$ cat config.mk
export PLATFORM = sky130hd
export DESIGN_NAME = int_to_fp_sched_flat
export DESIGN_NICKNAME = d
export VERILOG_FILES = /design/src/rtl/int_to_fp_sched_if.sv /design/src/rtl/int_to_fp_sched.sv /design/src/flat_wrapper.sv
export SDC_FILE = /design/constraint.sdc
export NUM_CORES = 1
export LEC_CHECK = 0
export ABC_AREA = 0
export CAP_MARGIN = 0
export CORE_AREA = 2 2 67 69
export DETAILED_ROUTE_END_ITERATION = 16
export DIE_AREA = 0 0 69 71
export PLACE_DENSITY_LB_ADDON = 0.12
export SYNTH_ARGS = -nofsm -noshare
export SYNTH_HDL_FRONTEND = slang
export SYNTH_SLANG_ARGS = --single-unit
$ cat constraint.sdc
create_clock -name clk -period 7 [get_ports clk]
set_clock_uncertainty 0.2 [all_clocks]
set_input_delay 1.4 -clock clk [delete_from_list [all_inputs] [get_ports clk]]
set_output_delay 1.4 -clock clk [all_outputs]
set_load 0.1 [all_outputs]
$ cat src/rtl/int_to_fp_sched_if.sv
// Handshake bundle for int_to_fp_sched: requester operand ports and the tagged result port.
// The master modport is the requester/consumer side; the slave modport is the scheduler.
interface int_to_fp_sched_if #(
  parameter int unsigned NUM_REQ = 4,
  parameter int unsigned ID_W    = 2
);
  logic [NUM_REQ-1:0]   req_valid;
  logic [8*NUM_REQ-1:0] req_data;
  logic [NUM_REQ-1:0]   req_ready;
  logic                 res_valid;
  logic                 res_ready;
  logic [ID_W-1:0]      res_id;
  logic                 res_sign;
  logic [3:0]           res_exp;
  logic [7:0]           res_frac;

  modport master (
    output req_valid, req_data, res_ready,
    input  req_ready, res_valid, res_id, res_sign, res_exp, res_frac
  );

  modport slave (
    input  req_valid, req_data, res_ready,
    output req_ready, res_valid, res_id, res_sign, res_exp, res_frac
  );
endinterface

$ cat src/rtl/int_to_fp_sched.sv
// Round-robin scheduler sharing one int_to_fp converter among NUM_REQ requesters.
// Optional completed-result counter (conv_count) is built when FP_CONV_CNT_EN is defined.
module int_to_fp_sched #(
  parameter int unsigned NUM_REQ = 4,
  parameter int unsigned ID_W    = 2
) (
  input logic             clk,
  input logic             reset_n,
  int_to_fp_sched_if.slave bus
`ifdef FP_CONV_CNT_EN
  ,
  output logic [15:0]     conv_count
`endif
);

  typedef enum logic [1:0] {StIdle, StConv, StHold} state_e;

  state_e          state_q, state_d;
  logic [ID_W-1:0] ptr_q;
  logic [7:0]      opnd_q;
  logic [ID_W-1:0] res_id_q;
  logic            res_sign_q;
  logic [3:0]      res_exp_q;
  logic [7:0]      res_frac_q;

  logic            grant_found;
  logic [ID_W-1:0] grant_id;
  logic [ID_W-1:0] cand;
  logic            res_hs;

  logic            conv_sign;
  logic [7:0]      conv_mag;
  logic [3:0]      conv_exp;
  logic [7:0]      conv_frac;

  // Search starts one past the last grant so every holder is served within NUM_REQ-1 grants.
  always_comb begin
    grant_found = 1'b0;
    grant_id    = '0;
    cand        = '0;
    for (int i = 1; i <= int'(NUM_REQ); i++) begin
      cand = ID_W'((int'(ptr_q) + i) % int'(NUM_REQ));
      if (!grant_found && bus.req_valid[cand]) begin
        grant_found = 1'b1;
        grant_id    = cand;
      end
    end
  end

  // int_to_fp: magnitude normalised so its leading one sits in frac[7]; exp is its bit length.
  always_comb begin
    conv_sign = opnd_q[7];
    conv_mag  = conv_sign ? (~opnd_q + 8'd1) : opnd_q;
    conv_exp  = '0;
    for (int b = 0; b < 8; b++) begin
      if (conv_mag[b]) conv_exp = 4'(b + 1);
    end
    conv_frac = conv_mag << (4'd8 - conv_exp);
  end

  always_ff @(posedge clk) begin
    if (!reset_n) begin
      state_q <= StIdle;
    end else begin
      state_q <= state_d;
    end
  end

  always_comb begin
    state_d = state_q;
    unique case (state_q)
      StIdle:  if (grant_found) state_d = StConv;
      StConv:  state_d = StHold;
      StHold:  if (bus.res_ready) state_d = StIdle;
      default: state_d = StIdle;
    endcase
  end

  always_comb begin
    bus.req_ready = '0;
    if (state_q == StIdle && grant_found) bus.req_ready[grant_id] = 1'b1;
    bus.res_valid = (state_q == StHold);
    bus.res_id    = res_id_q;
    bus.res_sign  = res_sign_q;
    bus.res_exp   = res_exp_q;
    bus.res_frac  = res_frac_q;
  end

  assign res_hs = (state_q == StHold) && bus.res_ready;

  // ptr_q doubles as the owner id of the latched operand.
  always_ff @(posedge clk) begin
    if (!reset_n) begin
      ptr_q      <= ID_W'(NUM_REQ - 1);
      opnd_q     <= '0;
      res_id_q   <= '0;
      res_sign_q <= 1'b0;
      res_exp_q  <= '0;
      res_frac_q <= '0;
    end else begin
      if (state_q == StIdle && grant_found) begin
        ptr_q  <= grant_id;
        opnd_q <= bus.req_data[8*grant_id +: 8];
      end
      if (state_q == StConv) begin
        res_id_q   <= ptr_q;
        res_sign_q <= conv_sign;
        res_exp_q  <= conv_exp;
        res_frac_q <= conv_frac;
      end
    end
  end

`ifdef FP_CONV_CNT_EN
  logic [15:0] cnt_q;

  always_ff @(posedge clk) begin
    if (!reset_n) begin
      cnt_q <= '0;
    end else if (res_hs && cnt_q != 16'hFFFF) begin
      cnt_q <= cnt_q + 16'd1;
    end
  end

  assign conv_count = cnt_q;
`else
  logic unused_hs;
  assign unused_hs = res_hs;
`endif

endmodule

$ cat src/flat_wrapper.sv
// flat-port wrapper written by rule: the top's interface ports become plain ports
module int_to_fp_sched_flat 
#(
  parameter int unsigned NUM_REQ = 4,
  parameter int unsigned ID_W    = 2
)
  (clk, reset_n, bus_req_valid, bus_req_data, bus_res_ready, bus_req_ready, bus_res_valid, bus_res_id, bus_res_sign, bus_res_exp, bus_res_frac);
  int_to_fp_sched_if #(.NUM_REQ(NUM_REQ), .ID_W(ID_W)) bus_i ();
  input logic clk;
  input logic reset_n;
  input wire logic [$bits(bus_i.req_valid)-1:0] bus_req_valid;
  input wire logic [$bits(bus_i.req_data)-1:0] bus_req_data;
  input wire logic [$bits(bus_i.res_ready)-1:0] bus_res_ready;
  output wire logic [$bits(bus_i.req_ready)-1:0] bus_req_ready;
  output wire logic [$bits(bus_i.res_valid)-1:0] bus_res_valid;
  output wire logic [$bits(bus_i.res_id)-1:0] bus_res_id;
  output wire logic [$bits(bus_i.res_sign)-1:0] bus_res_sign;
  output wire logic [$bits(bus_i.res_exp)-1:0] bus_res_exp;
  output wire logic [$bits(bus_i.res_frac)-1:0] bus_res_frac;
  assign bus_i.req_valid = bus_req_valid;
  assign bus_i.req_data = bus_req_data;
  assign bus_i.res_ready = bus_res_ready;
  assign bus_req_ready = bus_i.req_ready;
  assign bus_res_valid = bus_i.res_valid;
  assign bus_res_id = bus_i.res_id;
  assign bus_res_sign = bus_i.res_sign;
  assign bus_res_exp = bus_i.res_exp;
  assign bus_res_frac = bus_i.res_frac;
  int_to_fp_sched #(.NUM_REQ(NUM_REQ), .ID_W(ID_W)) u_core (.clk(clk), .reset_n(reset_n), .bus(bus_i));
endmodule
==> key figures <==
Floorplanning
  – Overall die width: 69 um
  – Initial core utilization: 0.497
  – Core region area: 4200 um^2
  – Die height: 71 um
  – Row cnt: 24
  – IO Pins: 59
  – DIE AREA: 4900 um^2

Worst setup path
  – Reg2reg end: u_core.bus.res_frac[1]$_SDFFE_PN0N_
  – Top delay family on crit path: buffers and inverters
  – Crit path cell chain: clkdlybuf4s50_1 -> a21oi_1 -> a31oi_1 -> a21oi_1 -> buf_4 -> nand2b_1 -> nor2b_1 -> buf_4
  – CP max-delay cell: clkdlybuf4s50_1
  – Arrival @ worst endpoint: 3.10 ns
  – Critical Path Max Stage Delay: 0.52 ns
  – CP Capture Type: output port
  – Crit path launch type: input pin
  – Crit-path max FO: 14
  – Reg2Reg Depth: 13
  – WP buf/inv: 3
  – Critical register-to-register path startpoint: u_core.opnd_q[0]$_SDFFE_PN0P_
  – Worst setup path class: in -> out
  – R2r setup slk: 3.16 ns
  – Req. time, crit path: 5.40 ns

Drt
  – Number of vias per cell: 5.84
  – Via count: 2179
  – First DRT Iteration DRCs: 192
  – Per-cell routed wire length: 14.0 um
  – DRT Wirelength: 5220 um
  – Drt first pass iters: 4
  – Antenna-violating nets left: 0
  – # DRC: 0

Timing
  – Final hold violations: 0
  – Fin crit share: 0.671
  – Least-Margin Pin Slew: 1.00 ns
  – Slew margin rel.: 0.330
  – RSZ-0062 raised after global routing: no
  – FMAX: 0.213 GHz
  – # setup viols final: 0
  – WHS: 0.254 ns
  – Tmin final: 4.70 ns
  – Setup_tns: 0 ns
  – Max-slew violation count: 0

Status
  – Outcome: complete, no violations

Synth
  – Syn nets: 314
  – Post-synthesis instance total: 273
  – EDFF count, synth: 0
  – Mean post-synth cell area: 7.65 um^2
  – Seq cells post-synth: 27
  – Main synth FF type: dfxtp_1
  – Sequential area share after synthesis: 0.259
  – Cell area after synthesis: 2090 um^2
  – Syn. warnings: 0
  – Synth top area share: 0.259
  – Cell accounting for the most synthesized area: dfxtp_1
  – Asr flop ratio synth: 0
  – Top post-synthesis cells by area: dfxtp_1, nand2_1, mux2i_1
  – Post-synthesis cell type count: 67

CTS
  – CTS root buf: clkbuf_8
  – H-tree levels: 1
  – Post-CTS resize count: 0
  – Clock sink count: 27
  – CTS Hold Bufs: 0
  – Worst-path clk slew: 0.10 ns
  – CTS tree: built
  – Num CTS Buffers: 3
  – Latest clock arrival within the worst-skew pair: 0.28 ns
  – Bufs on Longest Clock Path: 2
  – Setup Fix Bufs, Post-CTS: 0

Final layout
  – Fraction of layout instances using a drive strength above 1: 0.0872
  – Area growth syn-to-layout: 29.7%
  – Multi-input gate area: 1430 um^2
  – Flip-flop and latch area: 541 um^2
  – Fillers: 386
  – Antenna diode count: 0
  – Nets@finish: 363

Min path
  – Hold path depth: 2
  – Hold Path Sink: u_core.bus.res_frac[2]$_SDFFE_PN0N_
  – Min-delay src: u_core.bus.res_frac[2]$_SDFFE_PN0N_
  – Min-delay worst type: reg -> reg

Flow run
  – MaxCap Viol Count: 0

Pwr
  – Post-layout power: 0.896 mW
  – PwrDens: 331 nW/um^2
  – Lkg Pwr: 1.00 nW
  – Maximum vdd drop: 0.167 mV

Global routing
  – Busiest grt layer: met2
  – First-pass GRT wire length: 9000 um
  – Met2 Track Usage GR: 0.371
  – Total GRT Usage: 0.216
  – Largest net degree at the start of global routing: 23
  – Met3 usage: 0.0499
  – Total congestion overflow: 0
  – Initial antenna violation count: 0
  – Met1 Use GR: 0.277
  – Vias in the first global route: 1998

Place
  – Post-DP HPWL: 4110 um
  – Routability cong.: 0.863
  – Port Buf Inserts: 58
-- worst max path at each step --
stage                          start               end  slack (ns)  cells after the start
finish              bus_req_valid[1]  bus_req_ready[1]        2.30                      8
global route        bus_req_valid[0]  bus_req_ready[1]        2.14                      8
global placement    bus_req_valid[0]  bus_req_ready[1]        2.36                      8
detailed placement  bus_req_valid[0]  bus_req_ready[1]        2.31                      8
CTS                 bus_req_valid[0]  bus_req_ready[1]        2.29                      8
floorplan           bus_req_valid[2]  bus_req_ready[1]        1.36                      6
-- metrics by stage --
step	worst slack, ns	cell area, um^2	instances	util
global route	2.14	2710	373	0.644
detailed placement	2.31	2660	369	0.632
finish	2.30	2710	373	0.644
CTS	2.29	2710	373	0.644
global placement	2.36	2660	369	0.632
floorplan	1.36	2090	273	-
-- tightest hold or removal path, stage by stage (launching register included) --
cell	delay, ns
dfxtp_1	0.32
nand2_1	0.05
o31ai_1	0.05
-- sequential cells by signal (all words and copies together), names as in the netlist --
register / cells
u_core.bus.res_frac: 8
u_core.opnd_q: 8
u_core.bus.res_exp: 4
u_core.bus.res_id: 2
u_core.ptr_q: 2
u_core.state_q: 2
u_core.bus.res_sign: 1
-- cell type report --
class	count	share of cell area
Inverter	8	0.0111
Sequential cell	27	0.200
Clock buffer	3	0.0152
Clock inverter	1	0.00277
Timing Repair Buffer	61	0.219
Multi-Input combinational cell	221	0.528
Tap cell	52	0.0240
-- cell usage in the layout, fill, tap and decap left out, types with 7 or more instances in the layout --
master,instances
nand2b_1,11
a21oi_1,22
dfxtp_1,27
buf_4,7
o211ai_1,10
o21ai_0,10
mux2i_1,14
nand2_1,43
nor2_1,17
clkdlybuf4s50_1,54
inv_1,7
-- layer usage --
metal	part of all wire	up-vias
met2	0.46	67
li1	-	1106
met3	0.052	4
met5	0	-
met4	0.0086	0
met1	0.48	1002
-- power by group --
part           internal, mW  switching [mW]
logic                 0.209           0.389
registers             0.179          0.0300
clock network        0.0404          0.0490
total                 0.428           0.468
-- synthesized netlist by cell type (6+ instances only) --
cell type	n
inv_1	7
a21oi_1	22
mux2i_1	14
dfxtp_1	27
nor3_1	6
o211ai_1	10
clkbuf_1	9
nor2_1	17
nand2b_1	11
nand2_1	43
o21ai_0	11
o22ai_1	6
-- cells by family after synthesis --
kind of cell / Yosys count / synth area share
fa+ha+maj: 3 / 0.0174
simple gates: 110 / 0.270
flops: 27 / 0.259
mux: 19 / 0.0941
xor+xnor: 4 / 0.0168
compound gates: 85 / 0.287
buf+inv: 25 / 0.0563
No activity file was read; power rests on OpenSTA's default activity.
==> variant 1: new RTL, same flow settings <==
Encoding of `state_e`: now one-hot (3 bits for 3 states).
--- a/src/rtl/int_to_fp_sched.sv
+++ b/src/rtl/int_to_fp_sched.sv
@@ -13,7 +13,7 @@
 `endif
 );
 
-  typedef enum logic [1:0] {StIdle, StConv, StHold} state_e;
+  typedef enum logic [2:0] {StIdle = 3'b001, StConv = 3'b010, StHold = 3'b100} state_e;
 
   state_e          state_q, state_d;
   logic [ID_W-1:0] ptr_q;
Behaviour: same outputs for any inputs over 10 cycles, from zero or initial values and one cycle with reset_n low; not proved beyond that.
==> variant 1 against the original RTL <==
- synthesized cell count decreased by 11%
- combinational power decreased by 6.0%
- cell area decreased by 3.0%
- power increased by 0.35%
- critical path type unchanged
- clock power increased by 43%
- sequential cell count increased by 1
- count of clock-buffer cells in the layout unchanged
- wire length decreased by 16%
- sequential share of layout area increased by 1.4 points
- worst setup slack got worse by 1000 ps
- fmax decreased by 18%
- synthesized area decreased by 6.4%
==> variant 1: results (changes against the original RTL) <==
Status = complete, no violations (unchanged)
Largest net degree at the start of global routing = 22 (was 23)
Worst Hold Class = reg2reg (unchanged)
Syn Nets = 283 (was 314)
Dpl cells = 342 (was 369)
Measured slew at the worst slew-check pin = 967.2 ps (was 1002 ps)
Total iterations of the first detailed-routing run = 4 (unchanged)
Vias in the first global route = 1,670 (was 1,998)
Yosys top cell area share = 0.2868 (was 0.2588)
Max VDD drop = 188.5 uV (was 167.2 uV)
CP Data Arrival Time = 4110 ps (was 3100 ps)
Utilization after layout = 0.6244 (was 0.6440)
CTS resizes = 0 (unchanged)
Commonest cells post-synth = nor2_1, dfxtp_1, mux2i_1, a21oi_1, nand2_1 (was nand2_1, dfxtp_1, a21oi_1, nor2_1, mux2i_1)
Initial DRC count = 72 (was 192)
Sw Pwr = 429.4 uW (was 467.7 uW)
Hold slack = 254.9 ps (was 254.2 ps)
Netlist cell types = 59 (was 67)
Leak = 0.0009727 uW (was 0.001002 uW)
Synth Area in Compound Gates = 0.2522 (was 0.2870)
Share of post-route cells with drive strength above 1 = 0.09184 (was 0.08723)
Hold path start = u_core.bus.res_frac[3] (was u_core.bus.res_frac[2])
CP max stage delay = 1140 ps (was 520 ps)
Syn avg cell area = 8.076 um^2 (was 7.649 um^2)
CP Max Fanout = 21 (was 14)
Final WL = 4.385 mm (was 5.224 mm)
CTS Buf Count = 3 (unchanged)
Final cell count without fillers = 346 (was 373)
Critical-path top delay cell = clkdlybuf4s50_1 (unchanged)
Longest Clk Path Bufs = 2 (unchanged)
Initial antenna violation count = 0 (unchanged)
Reg2reg path depth = 14 (was 13)
DR vias/cell = 5.494 (was 5.842)
Hold Crit Depth = 2 (unchanged)
RR Endpoint = u_core.bus.res_frac[7] (was u_core.bus.res_frac[1])
Layout fillers = 380 (was 386)
Die X = 69 um (unchanged)
Post-synthesis sequential area ratio = 0.2868 (was 0.2588)
DP Wirelength = 3.487 mm (was 4.111 mm)
Multiplexer area fraction after synthesis = 0.1415 (was 0.09407)
Reg2reg setup slack = 3000 ps (was 3160 ps)
First-pass GRT wire length = 7.258 mm (was 9.004 mm)
Setup bufs post-CTS = 0 (unchanged)
Routability cong. = 0.9124 (was 0.8626)
Total GRT Usage = 0.1749 (was 0.2162)
Worst hold endpoint = u_core.bus.res_frac[3] (was u_core.bus.res_frac[2])
Post-Synth XOR/XNOR Area = 0.03521 (was 0.01678)
Synth Area in Adders = 0.01857 (was 0.01738)
Worst R2R Start = u_core.opnd_q[0] (unchanged)
Cell Area, Placed = 2554 um^2 (was 2659 um^2)
Largest cells by area after synthesis = dfxtp_1, mux2i_1, nor2_1 (was dfxtp_1, nand2_1, mux2i_1)
Hold Buf Count CTS = 0 (unchanged)
-- variant 1: per-layer routing --
metal  GRT usage  share of wire  wire (um)
met1      0.2152           0.45       1987
met2      0.3056           0.47       2070
met3     0.02849          0.058        254
met4     0.06972          0.017         73
met5           0              0          0
-- variant 1: worst max path at each step --
stage / startpoint / slack [ps] / cells after the start / end
floorplan: bus_req_valid[1] / 1970 / 5 / bus_req_ready[0]
global placement: bus_req_valid[1] / 1330 / 6 / bus_req_ready[0]
detailed placement: bus_req_valid[1] / 1300 / 6 / bus_req_ready[1]
CTS: bus_req_valid[1] / 1280 / 6 / bus_req_ready[0]
global route: bus_req_valid[0] / 1090 / 6 / bus_req_ready[0]
finish: bus_req_valid[1] / 1290 / 6 / bus_req_ready[0]
-- variant 1: area by class of cell --
type	instances	share of cell area
Inverter	13	0.01859
Multi-Input combinational cell	189	0.4890
Tap cell	52	0.02479
Sequential cell	28	0.2135
Clock inverter	1	0.01144
Timing Repair Buffer	60	0.2269
Clock buffer	3	0.01573
-- variant 1: per-stage QoR --
| stage | setup slack [ps] | total power [uW] |
|---|---|---|
| 3_3_place_gp | 1326 | 761.7 |
| 6_report | 1285 | 898.7 |
| 4_1_cts | 1275 | 898.7 |
| 5_1_grt | 1087 | 965.6 |
| 3_5_place_dp | 1297 | 769.9 |
| 2_1_floorplan | 1973 | 654.9 |
-- variant 1: power groups by stage --
stage | registers [uW] | clock network, uW | logic (uW)
2_1_floorplan | 247 | 0 | 408
3_3_place_gp | 212 | 0 | 549
3_5_place_dp | 213 | 0 | 557
4_1_cts | 209 | 130 | 559
5_1_grt | 213 | 137 | 616
6_report | 209 | 128 | 561
==> variant 2: new RTL, config.mk and constraints unchanged <==
Made on the original files. `NUM_REQ` is set to 4 in 3 places; all go to 5.
--- a/src/rtl/int_to_fp_sched_if.sv
+++ b/src/rtl/int_to_fp_sched_if.sv
@@ -1,7 +1,7 @@
 // Handshake bundle for int_to_fp_sched: requester operand ports and the tagged result port.
 // The master modport is the requester/consumer side; the slave modport is the scheduler.
 interface int_to_fp_sched_if #(
-  parameter int unsigned NUM_REQ = 4,
+  parameter int unsigned NUM_REQ = 5,
   parameter int unsigned ID_W    = 2
 );
   logic [NUM_REQ-1:0]   req_valid;
--- a/src/rtl/int_to_fp_sched.sv
+++ b/src/rtl/int_to_fp_sched.sv
@@ -1,7 +1,7 @@
 // Round-robin scheduler sharing one int_to_fp converter among NUM_REQ requesters.
 // Optional completed-result counter (conv_count) is built when FP_CONV_CNT_EN is defined.
 module int_to_fp_sched #(
-  parameter int unsigned NUM_REQ = 4,
+  parameter int unsigned NUM_REQ = 5,
   parameter int unsigned ID_W    = 2
 ) (
   input logic             clk,
--- a/src/flat_wrapper.sv
+++ b/src/flat_wrapper.sv
@@ -1,7 +1,7 @@
 // flat-port wrapper written by rule: the top's interface ports become plain ports
 module int_to_fp_sched_flat 
 #(
-  parameter int unsigned NUM_REQ = 4,
+  parameter int unsigned NUM_REQ = 5,
   parameter int unsigned ID_W    = 2
 )
   (clk, reset_n, bus_req_valid, bus_req_data, bus_res_ready, bus_req_ready, bus_res_valid, bus_res_id, bus_res_sign, bus_res_exp, bus_res_frac);
Interface: changed (resized bus_req_data, bus_req_ready and bus_req_valid); port bits go from 59 to 69. The function was not compared with the original's and may differ.
==> variant 2 against the original RTL <==
- synthesized cell count up 14%
- highest routed layer unchanged
- worst setup slack got worse by 1100 ps
- wire length is 23% higher
- fmax down 18%
- count of clock-buffer cells in the layout stayed put
- sequential share of layout area decreased by 2.2 points
- cell area increased by 12%
- synthesized area is 16% higher
- sequential cell count unchanged
- critical path depth up 1
Power is not shown: default switching activity piles up to over one toggle a cycle in this logic, so the estimate is an artifact.
==> variant 2: results (changes against the original RTL) <==
Status = complete, no violations (unchanged)
Worst Hold Class = reg2reg (unchanged)
DP Wirelength = 4.829 mm (was 4.111 mm)
Total GRT Usage = 0.2691 (was 0.2162)
CTS clk-pin slew, worst paths = 100 ps (about the same)
Cell Area, Placed = 2987 um^2 (was 2659 um^2)
Total iterations of the first detailed-routing run = 5 (was 4)
Routability cong. = 0.8979 (was 0.8626)
CP Data Arrival Time = 4150 ps (was 3100 ps)
Ys flop type = dfxtp_1 (unchanged)
Initial DRC count = 200 (was 192)
CTS Buf Count = 3 (unchanged)
Via count = 2,599 (was 2,179)
Setup TNS = 0 ps (unchanged)
Syn Nets = 366 (was 314)
Nets = 410 (was 363)
WL/cell = 15.92 um (was 14.01 um)
Post-synthesis sequential area ratio = 0.2222 (was 0.2588)
Netlist cell types = 63 (was 67)
CP max stage delay = 550 ps (was 520 ps)
# diodes = 0 (unchanged)
# port buffers = 58 (unchanged)
CP Max Fanout = 8 (was 14)
Slew HR = 0.3518 (was 0.3297)
Share of post-route cells with drive strength above 1 = 0.07082 (was 0.08723)
First-pass GRT wire length = 11.10 mm (was 9.004 mm)
CP delay by family, top = simple AND/OR/NAND/NOR gates (was buffers and inverters)
Commonest cells post-synth = nand2_1, dfxtp_1, mux2i_1, nor2_1, a21oi_1 (was nand2_1, dfxtp_1, a21oi_1, nor2_1, mux2i_1)
Setup bufs post-CTS = 0 (unchanged)
Vias in the first global route = 2,430 (was 1,998)
Longest Clk Path Bufs = 2 (unchanged)
Largest cells by area after synthesis = dfxtp_1, mux2i_1, nand2_1 (was dfxtp_1, nand2_1, mux2i_1)
Ys Warns = 0 (unchanged)
Critical-path top delay cell = clkdlybuf4s50_1 (unchanged)
CTS resizes = 0 (unchanged)
Layout fillers = 351 (was 386)
Reg2reg setup slack = 3140 ps (was 3160 ps)
Initial antenna violation count = 0 (unchanged)
Root Buffer = clkbuf_8 (unchanged)
Async set-reset flop share out of synthesis = 0 (unchanged)
Htree depth = 1 (unchanged)
Largest net degree at the start of global routing = 21 (was 23)
Later-pin clock latency in the skew report = 280 ps (about the same)
variant 2: area by class of cell:
| class | instances | area (um^2) | share of cell area |
|---|---|---|---|
| clock buffer | 3 | 41.29 | 0.01360 |
| clock inverter | 1 | 7.507 | 0.002473 |
| inverter | 7 | 26.28 | 0.008656 |
| multi-input combinational | 256 | 1777 | 0.5853 |
| sequential | 27 | 540.5 | 0.1781 |
| tap | 52 | 65.06 | 0.02143 |
| timing repair buffer | 59 | 578.1 | 0.1904 |
variant 2: through the flow:
| stage | std cells | hold WS (ps) | utilization | setup WS (ps) |
|---|---|---|---|---|
| final | 405 | 258.2 | 0.7220 | 1246 |
| after global routing | 405 | 277.5 | 0.7220 | 1057 |
| after CTS | 405 | 259.6 | 0.7220 | 1273 |
| after detailed placement | 401 | 245.6 | 0.7104 | 1289 |
| after global placement | 401 | 241.8 | 0.7104 | 1303 |
| after floorplan | 310 | 292.5 | - | 216.8 |
variant 2: worst register-to-register path, stage by stage (launching register included):
cell and delay, ps:
dfxtp_1 440, inv_1 120, ha_1 220, or3b_1 410
a221o_1 490, o311ai_0 520, nand2_1 120, ha_1 460
inv_1 180, a22oi_1 100, a41o_1 250, a32o_1 240
variant 2: kinds of logic after synthesis:
kind of cell	Yosys count	share of synthesized area
mux	31	0.1348
xor+xnor	3	0.01080
simple gates	124	0.2665
buf+inv	27	0.04990
flops	27	0.2222
compound gates	89	0.2732
fa+ha+maj	8	0.04115
other cells	1	0.001542
variant 2: path summary, 6_finish.rpt:
path	from	to	cells past startpoint
setup / recovery	bus_req_valid[2]	bus_req_ready[1]	9
hold / removal	u_core.bus.res_id[0]	u_core.bus.res_id[0]	2
setup reg to reg	u_core.opnd_q[0]	u_core.bus.res_frac[6]	11
hold reg to reg	u_core.bus.res_id[0]	u_core.bus.res_id[0]	2
variant 2: layer usage:
| layer | GRT usage | wire [um] | vias to the layer above |
|---|---|---|---|
| li1 | - | - | 1261 |
| met1 | 0.3430 | 2812 | 1198 |
| met2 | 0.4669 | 3112 | 126 |
| met3 | 0.04131 | 406 | 14 |
| met4 | 0.08932 | 116 | 0 |
| met5 | 0 | 0 | - |
